**config.mk**
```make
export PLATFORM = sky130hd
export DESIGN_NAME = alu_issue_ctrl
export DESIGN_NICKNAME = d
export VERILOG_FILES = /design/src/rtl/alu_issue_ctrl.sv
export SDC_FILE = /design/constraint.sdc
export NUM_CORES = 1
export LEC_CHECK = 0
export BUFFER_PORTS_ARGS = -buffer_cell sky130_fd_sc_hd__buf_2
export CAP_MARGIN = 20
export CORE_UTILIZATION = 33
export DETAILED_ROUTE_END_ITERATION = 10
export GPL_TIMING_DRIVEN = 0
export HOLD_SLACK_MARGIN = 0.05
export SKIP_CTS_REPAIR_TIMING = 1
export SLEW_MARGIN = 20
export SYNTH_ARGS = -nofsm -noshare
export SYNTH_HDL_FRONTEND = slang
export SYNTH_SLANG_ARGS = --single-unit
```
**constraint.sdc**
```tcl
create_clock -name clk -period 5.65 [get_ports clk]
set_input_delay 0.565 -clock clk [delete_from_list [all_inputs] [get_ports clk]]
set_output_delay 0.565 -clock clk [all_outputs]
set_load 0.02 [all_outputs]
```
**src/rtl/alu_issue_ctrl.sv**
```systemverilog
// -----------------------------------------------------------------------------
// alu_issue_ctrl
// Issue stage in front of a combinational ALU. Commands are buffered in a small
// FIFO and issued one at a time. Each command's operands and select are
// registered into the ALU. The ALU result is then captured into a result
// register and an accumulator, and offered on a valid/ready result port.
// A command may take the accumulator as operand a. This chains dependent
// operations without reading the result back.
//
// Ports:
//   clk, rst                      clock (rising edge), async active-high reset
//   cmd_valid/cmd_ready           command handshake (cmd_ready = FIFO not full)
//   cmd_sel/cmd_a/cmd_b           ALU select and operands
//   cmd_use_acc                   1: operand a is taken from the accumulator
//   alu_a/alu_b/alu_sel           registered operands/select driven to the ALU
//   alu_res/alu_carry             combinational ALU result and carry
//   res_valid/res_ready           result handshake
//   res_data/res_carry/res_zero   captured result, carry, zero flag
//   acc                           accumulator (last captured result)
//   busy                          operation in flight or commands queued
// -----------------------------------------------------------------------------
module alu_issue_ctrl #(
    parameter int WIDTH = 32,
    parameter int SEL_W = 3,
    parameter int DEPTH = 4
) (
    input  logic             clk,
    input  logic             rst,
    input  logic             cmd_valid,
    output logic             cmd_ready,
    input  logic [SEL_W-1:0] cmd_sel,
    input  logic [WIDTH-1:0] cmd_a,
    input  logic [WIDTH-1:0] cmd_b,
    input  logic             cmd_use_acc,
    output logic [WIDTH-1:0] alu_a,
    output logic [WIDTH-1:0] alu_b,
    output logic [SEL_W-1:0] alu_sel,
    input  logic [WIDTH-1:0] alu_res,
    input  logic             alu_carry,
    output logic             res_valid,
    input  logic             res_ready,
    output logic [WIDTH-1:0] res_data,
    output logic             res_carry,
    output logic             res_zero,
    output logic [WIDTH-1:0] acc,
    output logic             busy
);

    localparam int AW = $clog2(DEPTH);
    localparam int PW = AW + 1;
    localparam int EW = SEL_W + 2 * WIDTH + 1;

    typedef enum logic [1:0] {
        ST_IDLE  = 2'd0,
        ST_ISSUE = 2'd1,
        ST_EXEC  = 2'd2,
        ST_RESP  = 2'd3
    } state_t;

    state_t            state_r;
    state_t            state_s;

    logic [EW-1:0]     fifo_mem_r [DEPTH];
    logic [PW-1:0]     wr_ptr_r;
    logic [PW-1:0]     rd_ptr_r;
    logic              empty_s;
    logic              full_s;
    logic              push_s;
    logic              pop_s;

    logic [SEL_W-1:0]  head_sel_s;
    logic [WIDTH-1:0]  head_a_s;
    logic [WIDTH-1:0]  head_b_s;
    logic              head_use_acc_s;

    logic [WIDTH-1:0]  alu_a_r;
    logic [WIDTH-1:0]  alu_b_r;
    logic [SEL_W-1:0]  alu_sel_r;
    logic              res_valid_r;
    logic [WIDTH-1:0]  res_data_r;
    logic              res_carry_r;
    logic [WIDTH-1:0]  acc_r;

    // Pointers carry one extra wrap bit. Equal pointers mean empty. Differing
    // only in the wrap bit means full.
    assign empty_s = (wr_ptr_r == rd_ptr_r);
    assign full_s  = (wr_ptr_r[AW] != rd_ptr_r[AW]) &&
                     (wr_ptr_r[AW-1:0] == rd_ptr_r[AW-1:0]);
    // cmd_ready depends only on stored state. A pop in the same cycle does not
    // reopen a full FIFO.
    assign push_s  = cmd_valid && !full_s;
    assign pop_s   = (state_r == ST_ISSUE) && !empty_s;

    assign {head_sel_s, head_a_s, head_b_s, head_use_acc_s} = fifo_mem_r[rd_ptr_r[AW-1:0]];

    // Command storage write port (contents need no reset; validity is in the pointers)
    always_ff @(posedge clk) begin
        if (push_s) begin
            fifo_mem_r[wr_ptr_r[AW-1:0]] <= {cmd_sel, cmd_a, cmd_b, cmd_use_acc};
        end
    end

    // FIFO read/write pointers
    always_ff @(posedge clk or posedge rst) begin
        if (rst) begin
            wr_ptr_r <= {PW{1'b0}};
            rd_ptr_r <= {PW{1'b0}};
        end else begin
            if (push_s) begin
                wr_ptr_r <= wr_ptr_r + PW'(1'b1);
            end
            if (pop_s) begin
                rd_ptr_r <= rd_ptr_r + PW'(1'b1);
            end
        end
    end

    // Issue FSM state register
    always_ff @(posedge clk or posedge rst) begin
        if (rst) begin
            state_r <= ST_IDLE;
        end else begin
            state_r <= state_s;
        end
    end

    // Issue FSM next-state logic
    always_comb begin
        state_s = state_r;
        case (state_r)
            ST_IDLE: begin
                if (!empty_s) state_s = ST_ISSUE;
                else          state_s = ST_IDLE;
            end
            ST_ISSUE: begin
                // An empty FIFO cannot occur here. Fall back to IDLE rather than issue stale data.
                if (!empty_s) state_s = ST_EXEC;
                else          state_s = ST_IDLE;
            end
            ST_EXEC: begin
                state_s = ST_RESP;
            end
            ST_RESP: begin
                if (res_ready) begin
                    // A command pushed in this same cycle counts as pending
                    if (!empty_s || push_s) state_s = ST_ISSUE;
                    else                    state_s = ST_IDLE;
                end else begin
                    state_s = ST_RESP;
                end
            end
            default: begin
                state_s = ST_IDLE;
            end
        endcase
    end

    // ALU operand registers, result capture, accumulator and result-valid flag
    always_ff @(posedge clk or posedge rst) begin
        if (rst) begin
            alu_a_r     <= {WIDTH{1'b0}};
            alu_b_r     <= {WIDTH{1'b0}};
            alu_sel_r   <= {SEL_W{1'b0}};
            res_valid_r <= 1'b0;
            res_data_r  <= {WIDTH{1'b0}};
            res_carry_r <= 1'b0;
            acc_r       <= {WIDTH{1'b0}};
        end else begin
            case (state_r)
                ST_ISSUE: begin
                    if (pop_s) begin
                        // Only one op is in flight, so acc_r already holds the previous result
                        alu_a_r   <= head_use_acc_s ? acc_r : head_a_s;
                        alu_b_r   <= head_b_s;
                        alu_sel_r <= head_sel_s;
                    end
                end
                ST_EXEC: begin
                    res_data_r  <= alu_res;
                    res_carry_r <= alu_carry;
                    acc_r       <= alu_res;
                    res_valid_r <= 1'b1;
                end
                ST_RESP: begin
                    if (res_ready) begin
                        res_valid_r <= 1'b0;
                    end
                end
                default: begin
                    res_valid_r <= res_valid_r;
                end
            endcase
        end
    end

    assign cmd_ready = !full_s;
    assign alu_a     = alu_a_r;
    assign alu_b     = alu_b_r;
    assign alu_sel   = alu_sel_r;
    assign res_valid = res_valid_r;
    assign res_data  = res_data_r;
    assign res_carry = res_carry_r;
    assign res_zero  = (res_data_r == {WIDTH{1'b0}});
    assign acc       = acc_r;
    assign busy      = (state_r != ST_IDLE) || !empty_s;

endmodule

```
==> results.json <==
{
  "start_kind": "register",
  "core.rowCount": 77,
  "cts-root-buf": "clkbuf_16",
  "initialDrtViolationCount": 368,
  "synth-compound-area-share_pct": 0.436,
  "leakagePower_uw": 0.00709,
  "crit_arrival_ns": 2.42,
  "cts_num_sinks": 381,
  "power.net_switching_uw": 3880,
  "p_clk_share_pct": 23.5,
  "r2r_slack_ns": 2.82,
  "p_per_area_mw_per_mm2": 635,
  "hold_class": "input pin to register",
  "grt_overflow": 0,
  "ant_nets": 0,
  "io_buffer_count": 240,
  "cts.path.max_buffers": 3,
  "worst_pin_slew_ns": 1.01,
  "synthSimpleGateAreaFrac_pct": 0.855,
  "dieWidth_um": 215,
  "dp_slack_ns": 2.72,
  "maxCapViolCount": 0,
  "synth_mux_area_share_pct": 21.9,
  "drt-pass1-iter-count": 4,
  "start_util_pct": 33.6,
  "vias": 7433,
  "synth-seq-area-share_pct": 73.0,
  "n_antenna_cell": 0,
  "setup_viol": 0,
  "vias_per_cell": 4.61,
  "seqPwrFrac_pct": 37.4,
  "dieArea_mm2": 0.0461,
  "syn_nets": 805,
  "totalWireLength_um": 33100,
  "swShare_pct": 33.1,
  "met1_length_um": 13700,
  "synth_top_family_by_area": "multiplexers",
  "antenna_found_initial": 6,
  "hpwl_um": 21300,
  "combinationalPowerShare_pct": 39.1,
  "synth.avg_cell_area_um2": 21.5,
  "die_h_um": 215,
  "fin_setup_tns_ns": 0,
  "fin_cells": 1611,
  "nNetsFinal": 1096,
  "yosys.area_share.xor_xnor_pct": 0.587,
  "path_max_fanout": 5,
  "rsz0062_at_grt": "no",
  "area_delta_synth_final_pct": 23.7,
  "crit_path_end_kind": "output pin",
  "irDropWorstVdd_v": 0.000325,
  "cts_made_buffers": 42,
  "finalMaxSlewViolations": 0,
  "layout-drive-gt1-share_pct": 56.5,
  "place_inst": 1533,
  "grt_pass1_vias": 7894,
  "fin_util_pct": 41.6,
  "layout_setup_ws_ns": 2.67,
  "fmax_ghz": 0.335,
  "clkTransAtPathRegs_ns": 0.06,
  "finClkSkew_ns": 0.0155,
  "syn_inst": 695,
  "clkLatencyLatePin_ns": 0.55,
  "final-hold-violation-count": 0,
  "slew_headroom_pct": 32.1,
  "finalCritPeriodShare_pct": 52.8,
  "grt_max_degree": 83,
  "yosys_warnings": 0,
  "route.met2.wl_um": 16300,
  "path_class": "register to output pin",
  "ioPinCount": 241,
  "netlist_area_mm2": 0.0149,
  "finalWeightedCongestion": 0.731,
  "layout_commonest_cell": "edfxtp_1",
  "h-tree-depth": 2,
  "highest_layer": "met5",
  "synthAdderAreaFrac_pct": 0.419,
  "layout_common_cells": "edfxtp_1 (272), buf_2 (252), dfrtp_1 (109)",
  "run_status": "finished, final reports clean",
  "wl_met3_um": 2320,
  "cts_tree": "done",
  "post-route-min-period_ns": 2.98,
  "grt_util_all_layers_pct": 14.6,
  "synth_cell_type_count": 30,
  "route.detailed.drc": 0,
  "grt_pass1_wl_um": 50000,
  "total_power_uw": 11700,
  "core_area_mm2": 0.0444,
  "wl_per_cell_um": 20.5,
  "ys_seq_elements": 381,
  "p_int_uw": 7840,
  "critPathRequiredTime_ns": 5.09
}
## cell usage after synthesis, drive strengths merged
cell type	n	area share [%]
a31oi	1	0.042
buf	55	2.6
a311oi	1	0.059
nand4	2	0.084
nand2b	2	0.084
o311ai	1	0.059
inv	5	0.13
edfxtp	272	55
nor4	8	0.34
a21o	2	0.10
and2	3	0.13
nor2b	1	0.042
clkbuf	7	0.18
mux4	68	10
nand3	2	0.067
o41ai	1	0.059
or3	1	0.042
a2bb2oi	1	0.059
xnor2	5	0.29
dfrtp	109	18
mux2	134	12
nor2	1	0.025
ha	5	0.42
xor2	5	0.29
nand2	2	0.050
o31a	1	0.059
## critical path, stage by stage (launching register included)
cell and delay, ns:
dfrtp_1 0.43, nor4_1 0.75, nand4_1 0.32, nor2_1 0.18, buf_2 0.19
## cell type report
| class | instances | area (um2) |
|---|---|---|
| tap | 592 | 741 |
| multi-input combinational | 247 | 3620 |
| inverter | 5 | 31.3 |
| clock buffer | 55 | 1200 |
| sequential | 381 | 10900 |
| timing repair buffer | 247 | 1360 |
| fill | 3984 | 25900 |
| buffer | 62 | 409 |
| clock inverter | 22 | 201 |
## worst paths after layout
path / from / endpoint / depth (start not counted)
hold / removal: cmd_a[28] / fifo_mem_r[0][61] / 1
max in group asynchronous: rst / res_data[9] / 4
min in group asynchronous: rst / alu_b[29] / 3
hold reg to reg: res_valid / res_valid / 1
setup reg to reg: rd_ptr_r[0] / fifo_mem_r[3][3] / 6
setup / recovery: res_data[0] / res_zero / 4
## cell families after synthesis
logic type                 count (synthesis)
AOI/OAI and AO/OA                          8
xor gates and xnor gates                  10
adders and majority gates                  5
buffers and inverters                     67
DFF                                      381
muxes                                    202
and+or+nand+nor                           22
## power groups by stage
stage / Clock (uW) / Combinational, uW / Sequential (uW)
after global routing: 2950 / 4920 / 4490
after detailed placement: 0 / 4700 / 4450
final: 2750 / 4580 / 4390
after floorplan: 0 / 2870 / 4790
after CTS: 2850 / 4710 / 4410
after global placement: 0 / 4570 / 4490
## metrics by stage
step / hold WS, ns / area (um2)
4_1_cts: -0.0546 / 18500
2_1_floorplan: 0.476 / 14900
6_report: 0.227 / 18500
5_1_grt: 0.197 / 18500
3_5_place_dp: 0.468 / 17000
3_3_place_gp: 0.457 / 16900
## layer usage
layer	global-route usage, %	up-vias
li1	-	3352
met2	24.4	230
met3	4.66	51
met5	0	-
met4	4.14	10
met1	18.2	3790
## state kept, by name, indices dropped and copies added (netlist names)
register    count
fifo_mem_r    272
alu_a          32
res_carry       1
alu_b          32
alu_sel         3
rd_ptr_r        3
res_data       32
wr_ptr_r        3
state_r         2
res_valid       1
Power figures use the tool's default switching activity.
